--- src/rtl/vertex_buffer_source.sv ---
// rtl/vertex_buffer_source.sv - per-frame triangle ROM streamer with FWFT pop/empty output
// Two-entry output buffer plus one ROM read in flight keeps pop-every-cycle bubble free.
module vertex_buffer_source #(
    parameter int TRI_COUNT = 64,
    parameter int ADDR_W    = 8,
    parameter int DATA_W    = 224
) (
    input  logic              clk100,
    input  logic              rst,
    input  logic              nextFrame,
    output logic [ADDR_W-1:0] rom_addr,
    input  logic [DATA_W-1:0] rom_data,
    output logic [DATA_W-1:0] VertexBuffer_PreCalc_ReadData,
    input  logic              VertexBuffer_PreCalc_pop,
    output logic              VertexBuffer_PreCalc_empty,
    output logic              frame_done
);
    localparam logic [ADDR_W:0] TC = (ADDR_W + 1)'(TRI_COUNT);

    typedef enum logic [1:0] {IDLE, FETCH, DRAIN} state_t;

    state_t            state_q, state_d;
    logic [ADDR_W:0]   issue_cnt_q, issue_cnt_d;
    logic [ADDR_W-1:0] rom_addr_q, rom_addr_d;
    logic [DATA_W-1:0] head_q, head_d, tail_q, tail_d;
    logic [1:0]        occ_q, occ_d;
    logic              inflight_q, inflight_d;
    logic              empty_q;
    logic              done_q, done_d;
    logic              pop_ok, issue;
    logic [2:0]        credit;

    always_comb begin
        pop_ok = VertexBuffer_PreCalc_pop && (occ_q != 2'd0) && !nextFrame;
        // A pop at this edge frees a slot, so it counts toward the credit.
        credit = {1'b0, occ_q} + {2'b00, inflight_q} - {2'b00, pop_ok};
        issue  = (state_q == FETCH) && (issue_cnt_q < TC) && (credit < 3'd2) && !nextFrame;

        state_d     = state_q;
        issue_cnt_d = issue_cnt_q;
        rom_addr_d  = rom_addr_q;
        head_d      = head_q;
        tail_d      = tail_q;
        occ_d       = occ_q;
        inflight_d  = issue;
        done_d      = 1'b0;

        case ({pop_ok, inflight_q})
            2'b01: begin
                if (occ_q == 2'd0) head_d = rom_data;
                else               tail_d = rom_data;
                occ_d = occ_q + 2'd1;
            end
            2'b10: begin
                head_d = tail_q;
                occ_d  = occ_q - 2'd1;
            end
            2'b11: begin
                if (occ_q == 2'd1) begin
                    head_d = rom_data;
                end else begin
                    head_d = tail_q;
                    tail_d = rom_data;
                end
            end
            default: ;
        endcase

        // rom_addr parks on the final address instead of wrapping.
        if (issue) begin
            issue_cnt_d = issue_cnt_q + 1'b1;
            if ((issue_cnt_q + 1'b1) < TC) rom_addr_d = rom_addr_q + 1'b1;
        end

        case (state_q)
            FETCH: if (issue_cnt_d == TC) state_d = DRAIN;
            DRAIN: begin
                if (occ_q == 2'd0 && !inflight_q) begin
                    done_d  = 1'b1;
                    state_d = IDLE;
                end
            end
            default: ;
        endcase

        if (nextFrame) begin
            occ_d       = 2'd0;
            inflight_d  = 1'b0;
            issue_cnt_d = '0;
            rom_addr_d  = '0;
            done_d      = (TC == '0);
            state_d     = (TC == '0) ? IDLE : FETCH;
        end
    end

    always_ff @(posedge clk100) begin
        if (rst) begin
            state_q     <= IDLE;
            issue_cnt_q <= '0;
            rom_addr_q  <= '0;
            head_q      <= '0;
            tail_q      <= '0;
            occ_q       <= 2'd0;
            inflight_q  <= 1'b0;
            empty_q     <= 1'b1;
            done_q      <= 1'b0;
        end else begin
            state_q     <= state_d;
            issue_cnt_q <= issue_cnt_d;
            rom_addr_q  <= rom_addr_d;
            head_q      <= head_d;
            tail_q      <= tail_d;
            occ_q       <= occ_d;
            inflight_q  <= inflight_d;
            empty_q     <= (occ_d == 2'd0);
            done_q      <= done_d;
        end
    end

    assign rom_addr                      = rom_addr_q;
    assign VertexBuffer_PreCalc_ReadData = head_q;
    assign VertexBuffer_PreCalc_empty    = empty_q;
    assign frame_done                    = done_q;
endmodule

--- config.mk ---
export PLATFORM = sky130hd
export DESIGN_NAME = vertex_buffer_source
export DESIGN_NICKNAME = d
export VERILOG_FILES = /design/src/rtl/vertex_buffer_source.sv
export SDC_FILE = /design/constraint.sdc
export NUM_CORES = 1
export LEC_CHECK = 0
export ABC_AREA = 0
export BUFFER_PORTS_ARGS = -buffer_cell sky130_fd_sc_hd__buf_2
export CORE_ASPECT_RATIO = 0.7
export CORE_MARGIN = 10
export CORE_UTILIZATION = 48
export DETAILED_ROUTE_END_ITERATION = 16
export PLACE_DENSITY = 0.76
export SLEW_MARGIN = 5
export SYNTH_ARGS = -nofsm -noshare
export SYNTH_HDL_FRONTEND = slang
export SYNTH_SLANG_ARGS = --single-unit
export TNS_END_PERCENT = 5
--- constraint.sdc ---
create_clock -name clk100 -period 3.6 [get_ports clk100]
set_input_delay 0.18 -clock clk100 [delete_from_list [all_inputs] [get_ports clk100]]
set_output_delay 0.18 -clock clk100 [all_outputs]
set_load 0.03 [all_outputs]
==> impl_metrics.json <==
{
  "synth_area_leader_cell": "dfxtp_1",
  "clockPowerShare_pct": 41.9,
  "hp-class": "primary input to flop",
  "postSynthAreaPerCell_um2": 8.31,
  "pwr-share-seq_pct": 48.5,
  "synth_flop_cell": "dfxtp_1",
  "syn_inst": 2141,
  "synth_area_leaders": "dfxtp_1, a221oi_1, nand2_1",
  "grt_max_degree": 129,
  "status": "finished, final reports clean",
  "clkSinkCount": 472,
  "cts_buffer_depth": 3,
  "power_switching_mw": 2.72,
  "final_cell_area_mm2": 0.0243,
  "leakage_nw": 9.41,
  "hp-start": "rst",
  "dp.cells": 2911,
  "layout_common_cells": "dfxtp_1, buf_2, nand2_1",
  "start_util_pct": 49.1,
  "hold_violations": 0,
  "tritoncts.num_buffers": 44,
  "synth_top_family_by_area": "simple AND/OR/NAND/NOR gates",
  "internal_power_mw": 8.46,
  "worst_slew_pin_slew_ns": 0.880,
  "final_nets": 2943,
  "p_comb_share_pct": 9.6,
  "hpwl_um": 38400,
  "fmax_mhz": 289,
  "grt_pass1_vias": 17966,
  "synth-simple-area-share_pct": 22.3,
  "vias": 18797,
  "antenna_found_initial": 17,
  "portBuffers": 461,
  "track_usage_pct": 26.4,
  "worstReg2RegEnd": "state_q[1]",
  "syn-cell-area_mm2": 0.0178,
  "path_max_fanout": 4,
  "fin_cells": 3232,
  "clock-skew-final_ns": 0.0172,
  "criticalPathCategory": "flop to flop",
  "p_sw_share_pct": 24.4,
  "end_kind": "flop",
  "ir_drop_mv": 0.334,
  "worstHoldPathCells": 2,
  "synth_nets": 2381,
  "core_mm2": 0.0362,
  "synth_top_area_share_pct": 53.1,
  "hold_ws_ns": 0.137,
  "die_h_um": 181,
  "synth_edf_count": 0,
  "vias_per_cell": 5.82,
  "wl_um": 64400,
  "drt_iter0_drc": 1827,
  "dr.pass1.iters": 6,
  "setup_violations": 0,
  "slew_headroom_pct": 41.4,
  "cts_tree": "built",
  "rows": 58,
  "synth-xor-area-share_pct": 0.682,
  "yosys.area_share.adder_pct": 0.886,
  "die_w_um": 250,
  "reg2reg_from": "occ_q[1]",
  "reg2regPathDepth": 13,
  "drc": 0,
  "fillerInstances": 2774,
  "synth.distinct_cells": 41,
  "num_io_pins": 462,
  "ys_ff_latch": 472,
  "clockRootBuffer": "clkbuf_16",
  "period_minus_slack_ns": 3.46,
  "async_reset_ff_share_pct": 0,
  "grt_pass1_wl_um": 100000,
  "cts.clk_slew.worst_paths_ns": 0.06,
  "yosysSeqAreaShare_pct": 53.1,
  "drv_slew": 0,
  "gr-total-overflow": 0,
  "h-tree-depth": 2,
  "clkLatencyLatePin_ns": 0.55,
  "cap_viol_max_count": 0,
  "drive_gt1_share_pct": 21.3,
  "rrSetupSlack_ns": 0.14,
  "placed_area_mm2": 0.0205,
  "gp_congestion": 0.871,
  "die_area_mm2": 0.0453,
  "postRouteAntennaNets": 0,
  "ys_warn_count": 0,
  "p_per_area_mw_per_mm2": 461,
  "post_drt_wl_per_cell_um": 19.9,
  "required_ns": 4.05,
  "mostFrequentLayoutCell": "dfxtp_1",
  "syn_to_final_growth_pct": 36.3,
  "min_to": "tail_q[150]",
  "synth-compound-area-share_pct": 18.2,
  "worst_setup_path_start_kind": "flop",
  "min_period_over_period_pct": 96.0,
  "cp.arrival_ns": 3.91,
  "synth.mux.area_fraction_pct": 0.281
}
-- flip-flops by register name, indices dropped and copies added, names as in the netlist --
| name | flops |
|---|---|
| frame_done | 1 |
| tail_q | 224 |
| issue_cnt_q | 9 |
| occ_q | 2 |
| VertexBuffer_PreCalc_ReadData | 224 |
| state_q | 2 |
| VertexBuffer_PreCalc_empty | 1 |
| inflight_q | 1 |
| rom_addr | 8 |
-- routing by layer --
layer,global-route usage (%),vias up,share of wire (%)
li1,-,8647,-
met1,31.8,8862,38
met2,43.4,1074,48
met3,6.66,214,8.8
met4,12.5,0,4.5
met5,0,-,0
-- final cells by class --
cell class | instances | area, um2 | share of cell area (%)
well taps | 480 | 601 | 2.48
multi-input cells | 1457 | 7610 | 31.4
clock inverters | 14 | 141 | 0.583
diodes | 17 | 42.5 | 0.175
flip-flops and latches | 472 | 9450 | 39.0
inverters | 9 | 33.8 | 0.139
clock buffers | 64 | 1310 | 5.39
repair buffers | 719 | 5070 | 20.9
-- critical path: stages, from the launching register on --
cell and delay [ns]:
dfxtp_4 0.37, inv_2 0.08, ha_2 0.18, inv_1 0.05, and3_1 0.18, ha_1 0.31, nand2b_4 0.16, fa_1 0.47
and4bb_2 0.26, nand4_1 0.14, a2bb2o_4 0.23, o41a_1 0.45, or3_1 0.32, a31oi_1 0.17
-- cells in the mapped netlist (4+ instances only) --
| cell type | instances |
|---|---|
| a21oi_1 | 229 |
| nor3_1 | 226 |
| xnor2_1 | 4 |
| dfxtp_1 | 472 |
| buf_1 | 15 |
| inv_1 | 9 |
| ha_1 | 11 |
| a221oi_1 | 224 |
| xor2_1 | 8 |
| mux2i_1 | 5 |
| and3_1 | 6 |
| nor2_1 | 245 |
| nand2_1 | 454 |
| nand4_1 | 6 |
| o21ai_0 | 6 |
| clkbuf_1 | 186 |
| nand3_1 | 5 |
-- worst max-delay path by stage --
stage                     startpoint          to  slack, ns
after floorplan             occ_q[1]  state_q[1]       0.24
after global placement      occ_q[1]  state_q[1]       0.22
after detailed placement    occ_q[1]  state_q[1]       0.02
after CTS                   occ_q[1]  state_q[1]       0.06
after global routing        occ_q[1]  state_q[1]     -0.009
final                       occ_q[1]  state_q[1]       0.14
-- power by group through the flow --
stage / logic (mW) / clock network, mW / registers, mW
floorplan: 0.322 / 0 / 5.68
global placement: 0.830 / 0 / 5.53
detailed placement: 0.848 / 0 / 5.53
CTS: 1.05 / 4.74 / 5.42
global route: 1.15 / 4.97 / 5.43
finish: 1.07 / 4.69 / 5.42
-- kinds of logic after synthesis --
group / count (synthesis)
and+or+nand+nor: 956
DFF: 472
AOI/OAI and AO/OA: 471
buffers and inverters: 212
xor gates and xnor gates: 13
adders and majority gates: 12
muxes: 5
-- through the flow --
| stage | setup WS (ns) | power (mW) | utilization, % | setup TNS, ns |
|---|---|---|---|---|
| global placement | 0.217 | 6.36 | 56.6 | 0 |
| CTS | 0.0593 | 11.2 | 66.8 | 0 |
| floorplan | 0.242 | 6.00 | - | 0 |
| global route | -0.00939 | 11.5 | 67.0 | -0.00939 |
| detailed placement | 0.0167 | 6.38 | 56.6 | 0 |
| finish | 0.144 | 11.2 | 67.0 | 0 |
-- timing repair --
action                     CTS  global route
setup endpoints to repair    1             1
cloned                       0             0
hold buffers               225             0
buffers inserted             0             1
resized for setup            1             6
pin swaps                    0             3
hold endpoints to repair   445             0
No activity file was read; power rests on OpenSTA's default activity.
